==> src/rtl/cpu_dbg_pkg.sv <==
// Shared definitions for the teaching-CPU run/step controller: the mode
// selector codes from the DE2 switches and the controller state encoding.
package cpu_dbg_pkg;

    localparam logic [1:0] MODE_STEP = 2'b00;
    localparam logic [1:0] MODE_FREE = 2'b01;
    localparam logic [1:0] MODE_RUNN = 2'b10;
    localparam logic [1:0] MODE_BRK  = 2'b11;

    localparam int STATE_WIDTH = 3;

    typedef enum logic [STATE_WIDTH-1:0] {
        ST_IDLE = 3'd0,
        ST_STEP = 3'd1,
        ST_RUN  = 3'd2,
        ST_RUNN = 3'd3,
        ST_BRK  = 3'd4,
        ST_HALT = 3'd5
    } run_state_t;

    // States that issue enables at the divided run rate
    function automatic logic is_divided(input run_state_t s);
        return (s == ST_RUN) || (s == ST_RUNN) || (s == ST_BRK);
    endfunction

endpackage

==> src/rtl/cpu_run_controller_debounce.sv <==
// Pushbutton conditioning: two-flop synchronizer, stability counter and a
// one-cycle pulse on each accepted press. A held button yields one pulse.
module button_debounce #(
    parameter int DEBOUNCE_CYCLES = 500000
) (
    input  logic clock,
    input  logic reset,
    input  logic button_raw,
    output logic press
);

    localparam int CNT_W = (DEBOUNCE_CYCLES > 1) ? $clog2(DEBOUNCE_CYCLES) : 1;
    localparam logic [CNT_W-1:0] CNT_LAST = CNT_W'(DEBOUNCE_CYCLES - 1);

    logic             sync_1;
    logic             sync_2;
    logic             level;
    logic [CNT_W-1:0] stable_cnt;

    // Bring the asynchronous button into the clock domain
    always_ff @(posedge clock) begin
        if (reset) begin
            sync_1 <= 1'b0;
            sync_2 <= 1'b0;
        end else begin
            sync_1 <= button_raw;
            sync_2 <= sync_1;
        end
    end

    // Accept a new level only after enough consecutive identical samples; pulse on rise
    always_ff @(posedge clock) begin
        if (reset) begin
            level      <= 1'b0;
            stable_cnt <= '0;
            press      <= 1'b0;
        end else begin
            press <= 1'b0;
            if (sync_2 == level) begin
                stable_cnt <= '0;
            end else if (stable_cnt == CNT_LAST) begin
                level      <= sync_2;
                stable_cnt <= '0;
                press      <= sync_2;
            end else begin
                stable_cnt <= stable_cnt + 1'b1;
            end
        end
    end

endmodule

==> src/rtl/cpu_run_controller.sv <==
// Run/step controller for the teaching CPU. Everything runs on the 50 MHz
// clock; the CPU advances only on the one-cycle cpu_enable strobe, issued
// per button press (STEP) or at a divided rate (FREE, RUN_N, BREAK).
module cpu_run_controller
    import cpu_dbg_pkg::*;
#(
    parameter int RUN_DIV         = 500000,
    parameter int DEBOUNCE_CYCLES = 500000,
    parameter int COUNT_WIDTH     = 16,
    parameter int PC_WIDTH        = 32,
    parameter int RUNN_WIDTH      = 8
) (
    input  logic                   clock,
    input  logic                   reset,
    input  logic [1:0]             mode,
    input  logic                   button_raw,
    input  logic                   count_clear,
    input  logic [RUNN_WIDTH-1:0]  run_n,
    input  logic [PC_WIDTH-1:0]    bp_addr,
    input  logic [PC_WIDTH-1:0]    pc,
    output logic                   cpu_enable,
    output logic [COUNT_WIDTH-1:0] step_count,
    output logic                   halted,
    output logic [2:0]             state_dbg
);

    localparam int DIV_W = $clog2(RUN_DIV);
    localparam logic [DIV_W-1:0] DIV_LAST = DIV_W'(RUN_DIV - 1);

    run_state_t            state;
    run_state_t            state_next;
    logic                  fire;
    logic                  press;
    logic                  enable_d;
    logic [DIV_W-1:0]      divider;
    logic [RUNN_WIDTH-1:0] remaining;
    logic [PC_WIDTH-1:0]   bp_latched;
    logic [1:0]            run_mode;

    button_debounce #(
        .DEBOUNCE_CYCLES (DEBOUNCE_CYCLES)
    ) u_debounce (
        .clock      (clock),
        .reset      (reset),
        .button_raw (button_raw),
        .press      (press)
    );

    // State register
    always_ff @(posedge clock) begin
        if (reset) state <= ST_IDLE;
        else       state <= state_next;
    end

    // Next state and the decision to issue an enable on the following cycle
    always_comb begin
        state_next = state;
        fire       = 1'b0;
        case (state)
            ST_IDLE: begin
                if (mode == MODE_FREE) begin
                    state_next = ST_RUN;
                end else if (press) begin
                    if (mode == MODE_STEP) begin
                        state_next = ST_STEP;
                        fire       = 1'b1;
                    end else if (mode == MODE_RUNN) begin
                        state_next = ST_RUNN;
                    end else begin
                        state_next = ST_BRK;
                    end
                end
            end
            ST_STEP: begin
                state_next = ST_IDLE;
            end
            ST_RUN: begin
                if (mode != MODE_FREE)       state_next = ST_IDLE;
                else if (divider == DIV_LAST) fire      = 1'b1;
            end
            ST_RUNN: begin
                if (mode != MODE_RUNN)        state_next = ST_IDLE;
                else if (remaining == '0)     state_next = ST_HALT;
                else if (divider == DIV_LAST) fire       = 1'b1;
            end
            ST_BRK: begin
                if (mode != MODE_BRK)                 state_next = ST_IDLE;
                else if (enable_d && pc == bp_latched) state_next = ST_HALT;
                else if (divider == DIV_LAST)         fire       = 1'b1;
            end
            ST_HALT: begin
                if (press || mode != run_mode) state_next = ST_IDLE;
            end
            default: begin
                state_next = ST_IDLE;
            end
        endcase
    end

    // Rate divider restarts on every entry into a run state
    always_ff @(posedge clock) begin
        if (reset) begin
            divider <= '0;
        end else if (is_divided(state) && state_next == state) begin
            divider <= (divider == DIV_LAST) ? '0 : divider + 1'b1;
        end else begin
            divider <= '0;
        end
    end

    // Capture run parameters when leaving IDLE and count down RUN_N steps
    always_ff @(posedge clock) begin
        if (reset) begin
            remaining  <= '0;
            bp_latched <= '0;
            run_mode   <= MODE_STEP;
        end else if (state == ST_IDLE && state_next != ST_IDLE) begin
            remaining  <= run_n;
            bp_latched <= bp_addr;
            run_mode   <= mode;
        end else if (state == ST_RUNN && fire) begin
            remaining <= remaining - 1'b1;
        end
    end

    // Registered enable strobe and its one-cycle-delayed copy for the PC compare
    always_ff @(posedge clock) begin
        if (reset) begin
            cpu_enable <= 1'b0;
            enable_d   <= 1'b0;
        end else begin
            cpu_enable <= fire;
            enable_d   <= cpu_enable;
        end
    end

    // Step counter for the HEX displays; clear wins over increment
    always_ff @(posedge clock) begin
        if (reset)           step_count <= '0;
        else if (count_clear) step_count <= '0;
        else if (cpu_enable)  step_count <= step_count + 1'b1;
    end

    assign halted    = (state == ST_HALT);
    assign state_dbg = state;

endmodule

==> config.mk <==
export PLATFORM = sky130hd
export DESIGN_NAME = cpu_run_controller
export DESIGN_NICKNAME = d
export VERILOG_FILES = /design/src/rtl/cpu_dbg_pkg.sv /design/src/rtl/cpu_run_controller_debounce.sv /design/src/rtl/cpu_run_controller.sv
export SDC_FILE = /design/constraint.sdc
export NUM_CORES = 1
export LEC_CHECK = 0
export CAP_MARGIN = 20
export CELL_PAD_IN_SITES_DETAIL_PLACEMENT = 1
export CELL_PAD_IN_SITES_GLOBAL_PLACEMENT = 1
export CORE_UTILIZATION = 41
export DETAILED_ROUTE_END_ITERATION = 10
export GPL_TIMING_DRIVEN = 0
export PLACE_DENSITY = 0.88
export SYNTH_ARGS = -nofsm -noshare
export SYNTH_HDL_FRONTEND = slang
export SYNTH_SLANG_ARGS = --single-unit
==> constraint.sdc <==
create_clock -name clock -period 4.25 [get_ports clock]
set_input_delay 0.85 -clock clock [delete_from_list [all_inputs] [get_ports clock]]
set_output_delay 0.85 -clock clock [all_outputs]
set_load 0.03 [all_outputs]
# ---- Word level (Yosys, flattened, before mapping)
# Index checks and enable logic that the tools add are counted.
dict set report totals {
  output_inout_bits 21
  regBits 105
  word_cells 75
  inputBits 78
}
dict set report op_classes {
  n_bitwise 3
  n_addsub 4
  mux 23
  n_eq_ne 15
  reduce_logical 17
}
# cell count
set ops {}
lappend ops {{$add A19 B1 Y19 const B} 2}
lappend ops {{$eq A19 B19 Y1 const B} 2}
lappend ops {{$eq A32 B32 Y1} 1}
lappend ops {{$mux W3} 10}
lappend ops {{$add A16 B1 Y16 const B} 1}
lappend ops {{$mux W8} 2}
lappend ops {{$pmux W3 S5} 1}
lappend ops {{$mux W1} 9}
lappend ops {{$reduce_or A3 Y1} 3}
lappend ops {{$logic_not A8 Y1} 1}
lappend ops {{$sub A8 B1 Y8 const B} 1}
lappend ops {{$eq A3 B2 Y1 const B} 2}
lappend ops {{$eq A3 B3 Y1 const B} 2}
lappend ops {{$logic_and A1 B1 Y1} 4}
lappend ops {{$ne A2 B2 Y1 const B} 2}
lappend ops {{$pmux W1 S4} 1}
lappend ops {{$eq A3 B3 Y1} 1}
lappend ops {{$logic_not A3 Y1} 1}
lappend ops {{$logic_or A1 B1 Y1} 3}
lappend ops {{$not A1 Y1} 3}
lappend ops {{$reduce_bool A3 Y1} 1}
lappend ops {{$eq A2 B1 Y1 const B} 1}
lappend ops {{$eq A2 B2 Y1 const B} 1}
lappend ops {{$logic_not A2 Y1} 1}
lappend ops {{other kinds (6)} 6}

# ---- Depth between registers and ports, before layout
dict set report logic_depth {
  depth_word 10
  mapped_depth 9
  mapped_depth_nobuf 9
}

# ---- Cells and area by module
# From an unflattened synthesis, not the netlist that was laid out.
dict set report hier_totals {
  cells_unflattened 581
  area_unflattened_um2 4933.5
}
# mod area_each_um2 seq_area_each_um2 cells_per_inst n_inst
set by_module_without_submodules {}
lappend by_module_without_submodules {cpu_run_controller 3886.2 1641.6 464 1}
lappend by_module_without_submodules {button_debounce 1047.3 460.4 117 1}

# ---- Worst setup path before layout
# OpenSTA, ideal clock, no wires.
dict set report synth_path {
  path_type {in2reg}
  from {input mode[0]}
  to {register remaining[6]}
  t_required_ns 4.162
  n_path_buf 0
  setup_ns 0.088
  slack_ns 1.644
  stages 7
  arrival_ns 2.518
  path_cell_list {nor4bb_1 o21a_1 a2111o_1 a2bb2oi_2 a31oi_2 or4_1 a311oi_2}
}
dict set report synth_via {
  elab_chain_cells 9
  word_cells_on_any_way 29
  classes_between {eq/ne: 6; mux: 17; reduce/logical: 6}
}
# item line_no
set synth_lines {}
lappend synth_lines {{start: declaration} cpu_run_controller.sv:15} ;# input logic [1:0] mode,
lappend synth_lines {{$eq A2 B2 Y1} cpu_run_controller.sv:67} ;# end else if (mode == MODE_RUNN) begin
lappend synth_lines {{$mux W3} cpu_run_controller.sv:67}
lappend synth_lines {{$mux W3} cpu_run_controller.sv:64} ;# if (mode == MODE_STEP) begin
lappend synth_lines {{$mux W3} cpu_run_controller.sv:63} ;# end else if (press) begin
lappend synth_lines {{$mux W3} cpu_run_controller.sv:61} ;# if (mode == MODE_FREE) begin
lappend synth_lines {{$pmux W3 S5} cpu_run_controller.sv:59} ;# case (state)
lappend synth_lines {{$reduce_bool A3 Y1} cpu_run_controller.sv:117} ;# end else if (state == ST_IDLE && state_next != ST_IDLE) begin
lappend synth_lines {{$logic_and A1 B1 Y1} cpu_run_controller.sv:117}
lappend synth_lines {{$mux W8 / $reduce_bool A2 Y1 (equally long branches)} -}
lappend synth_lines {{end signal: assignment} cpu_run_controller.sv:118} ;# remaining <= run_n;
lappend synth_lines {{end signal: assignment} cpu_run_controller.sv:122} ;# remaining <= remaining - 1'b1;
lappend synth_lines {{end: declaration} cpu_run_controller.sv:36} ;# logic [RUNN_WIDTH-1:0] remaining;
# Several ways; a longest one is shown, not always the timed one.
# A chain may end at the register's enable or synchronous reset.

# ---- Final worst setup path
dict set report layout_path {
  from {input mode[0]}
  to {register bp_latched[11]}
}
dict set report layout_via {
  elab_chain_cells 8
  word_cells_on_any_way 19
  classes_between {eq/ne: 6; mux: 9; reduce/logical: 4}
}
# item line_no
set layout_lines {}
lappend layout_lines {{$eq A2 B2 Y1} cpu_run_controller.sv:67}
lappend layout_lines {{$mux W3} cpu_run_controller.sv:67}
lappend layout_lines {{$mux W3} cpu_run_controller.sv:64}
lappend layout_lines {{$mux W3} cpu_run_controller.sv:63}
lappend layout_lines {{$mux W3} cpu_run_controller.sv:61}
lappend layout_lines {{$pmux W3 S5 (*)} cpu_run_controller.sv:59}
lappend layout_lines {{$reduce_bool A3 Y1 (*)} cpu_run_controller.sv:117}
lappend layout_lines {{$logic_and A1 B1 Y1 (*)} cpu_run_controller.sv:117}
lappend layout_lines {{end signal: assignment} cpu_run_controller.sv:119} ;# bp_latched <= bp_addr;
lappend layout_lines {{end: declaration} cpu_run_controller.sv:37} ;# logic [PC_WIDTH-1:0] bp_latched;
# Mark *: on every way between the ends. The rest lies on a longest branch, timed or not.

==> results.yml <==
synthesis:
  ys_seq_area_frac: 0.443
  synth_cell_types: 48
  ys_seq_elements: 105
  ys.flop_type: "dfxtp_1"
  synthArstFlopShare: 0
  syn_area_mm2: 0.00475
  syn_inst: 570
  synth_edf_count: 0
  ys_warn_count: 0
  synth.avg_cell_area_um2: 8.33
  syn_nets: 652
power_and_ir_drop:
  ir_worst_vdd_uv: 272
  pwr-share-seq: 0.479
  power_density_mw_per_mm2: 343
  swShare: 0.229
  leakagePower_uw: 0.00213
  p_int_uw: 1650
  clockPowerShare: 0.429
  p_comb_frac: 0.093
  switching_power_uw: 488
  power.total_uw: 2140
critical_path:
  worstPathRequired_ns: 4.53
  reg2regPathDepth: 7
  end_kind: "flop"
  critical_path_class: "primary input to flop"
  max_stage_delay_ns: 0.70
  path_depth: 7
  cp_top_family: "compound AO/OA/AOI/OAI gates"
  worstPathCellList: "clkdlybuf4s50_1 > nor4bb_1 > o21ai_0 > a31oi_1 > buf_2 > nand2_1 > a21oi_1"
  worst_ep_arrival_time_ns: 3.71
  cp-start-kind: "primary input"
  path_buf_inv: 2
  worstPathMaxFanout: 10
  slowest_stage: "a31oi_1"
routing:
  wl_per_cell_um: 16.9
  wirelength_um: 13900
  num_vias: 4380
  drtAntennaViolNets: 0
  drt_first_pass_iters: 4
  dr.first_iter.drc_count: 187
  drc: 0
  via_per_inst: 5.32
placed_design:
  dp.cells: 807
  dpl-instance-area_mm2: 0.00589
  dp_hpwl_um: 10700
  io_buffers: 97
  place_congestion: 0.857
global_route:
  grt_max_degree: 18
  antenna_found_initial: 0
  grt_first_pass_wirelength_um: 22100
  grt_pass1_vias: 4668
  track_usage: 0.243
  grt_overflow: 0
timing:
  max_freq_mhz: 292
  fin_tns_setup_ns: 0
  hold_viol_final: 0
  slew_violations: 0
  rsz0062_at_grt: "no"
  period_needed_ns: 3.43
  setup_viol: 0
  tightest_slew_ns: 0.876
  slew_headroom: 0.401
  clock_skew_ns: 0.00822
  finalCritPeriodShare: 0.807
min_path:
  hold_path.class: "flop to flop"
  hold_depth: 1
clocking:
  cts_tree: "done"
  cts_buffers: 9
  post_cts_buffers: 0
  clock_sinks: 105
  htreeDepth: 3
  root_buffer: "clkbuf_16"
  clk_pin_slew_ns: 0.07
  cts_resized: 0
  cts_hold_buf: 0
  clock_path_buffers: 2
  clkLatencyLatePin_ns: 0.35
floorplan:
  core_mm2: 0.0111
  io_pins: 99
  die_area_mm2: 0.0120
  num_rows: 38
  die_w_um: 110
  die_y_um: 110
  initial_utilization: 0.429
cells_and_area:
  layout.nets: 760
  area_growth_syn_to_layout_pct: 31.1
  drive_above_1_share: 0.0410
  antennaDiodeCount: 0
  stdcell_area_mm2: 0.00622
  fin_cells: 823
outcome:
  status: "complete, no violations"
run:
  max_cap_viol_count: 0
==> metal layers <==
| metal | vias up | wire length, µm | global-route usage |
|---|---|---|---|
| li1 | 2120 | - | - |
| met1 | 2134 | 5870 | 0.276 |
| met2 | 98 | 7200 | 0.448 |
| met3 | 28 | 460 | 0.0427 |
| met4 | 0 | 336 | 0.0933 |
| met5 | - | 0 | 0 |
==> area by class of cell <==
| cell class | count | area, µm² |
|---|---|---|
| fill | 1350 | 4850 |
| multi-input combinational | 432 | 2510 |
| sequential | 105 | 2100 |
| timing repair buffer | 97 | 971 |
| clock buffer | 10 | 239 |
| tap | 140 | 175 |
| clock inverter | 6 | 91.3 |
| buffer | 20 | 83.8 |
| inverter | 13 | 48.8 |
==> cell usage after synthesis (6+ instances only) <==
cell type,number,area share
dfxtp_1,105,0.44
nand2_1,94,0.074
nor2_1,87,0.069
xnor2_1,49,0.090
a21oi_1,37,0.039
xor2_1,36,0.066
nand3_1,19,0.020
clkbuf_1,15,0.012
and3_1,13,0.017
inv_1,13,0.010
nand4_1,13,0.017
nor2b_1,9,0.012
nor3_1,8,0.0084
o21ai_0,6,0.0063
==> path summary, 6_finish.rpt <==
check	end	slack, ns	start
worst min-delay path	u_debounce.sync_2$_SDFF_PP0_	0.44	u_debounce.sync_1$_SDFF_PP0_
worst max register to register	bp_latched[11]$_SDFFE_PP0P_	1.35	state_dbg[0]$_SDFF_PP0_
worst max-delay path	bp_latched[11]$_SDFFE_PP0P_	0.82	mode[0]
worst min register to register	u_debounce.sync_2$_SDFF_PP0_	0.44	u_debounce.sync_1$_SDFF_PP0_
==> cell families after synthesis <==
kind of cell | Yosys count | synth area share
and+or+nand+nor | 275 | 0.269
DFF | 105 | 0.443
xor gates and xnor gates | 85 | 0.157
AOI/OAI and AO/OA | 65 | 0.0867
buffers and inverters | 33 | 0.0279
adders and majority gates | 4 | 0.0105
muxes | 3 | 0.00633
==> per-stage QoR <==
stage / util / setup WS [ns] / hold slack [ns]
2_1_floorplan: - / 1.64 / 0.414
3_3_place_gp: 0.532 / 0.670 / 0.421
3_5_place_dp: 0.532 / 0.464 / 0.434
4_1_cts: 0.562 / 0.830 / 0.446
5_1_grt: 0.562 / 0.595 / 0.462
6_report: 0.562 / 0.820 / 0.443
==> flip-flops by register name, summed over array words and instances, names as in the netlist <==
name                   flops
u_debounce.level           1
run_mode                   2
u_debounce.press           1
cpu_enable                 1
state_dbg                  3
step_count                16
u_debounce.sync_2          1
divider                   19
u_debounce.sync_1          1
enable_d                   1
u_debounce.stable_cnt     19
bp_latched                32
remaining                  8
==> power groups by stage <==
| stage | clock network [µW] | registers [µW] | logic [µW] |
|---|---|---|---|
| finish | 915 | 1020 | 198 |
| global route | 965 | 1020 | 215 |
| CTS | 930 | 1020 | 199 |
| detailed placement | 0 | 1040 | 197 |
| global placement | 0 | 1040 | 189 |
| floorplan | 0 | 1040 | 89.7 |
==> placed cells by master, fill, tap and decap left out, drive strengths merged, types with 2 or more instances in the layout <==
cell	n
and3	13
nand4b	2
dfxtp	105
or3	5
and4	3
nor4	6
or4	2
nor3	8
nor2b	9
and2	4
clkbuf	25
a211oi	5
mux2i	3
nor4bb	2
xor2	36
buf	5
clkinvlp	3
a31oi	2
ha	4
o21ai	6
nand2	94
o211ai	2
nand4	13
xnor2	49
nor2	87
a21oi	37
bufinv	2
clkdlybuf4s50	97
nor4b	2
a21o	2
a311oi	3
nand3	19
inv	13
Note: power is estimated with default switching activity, not from simulation.
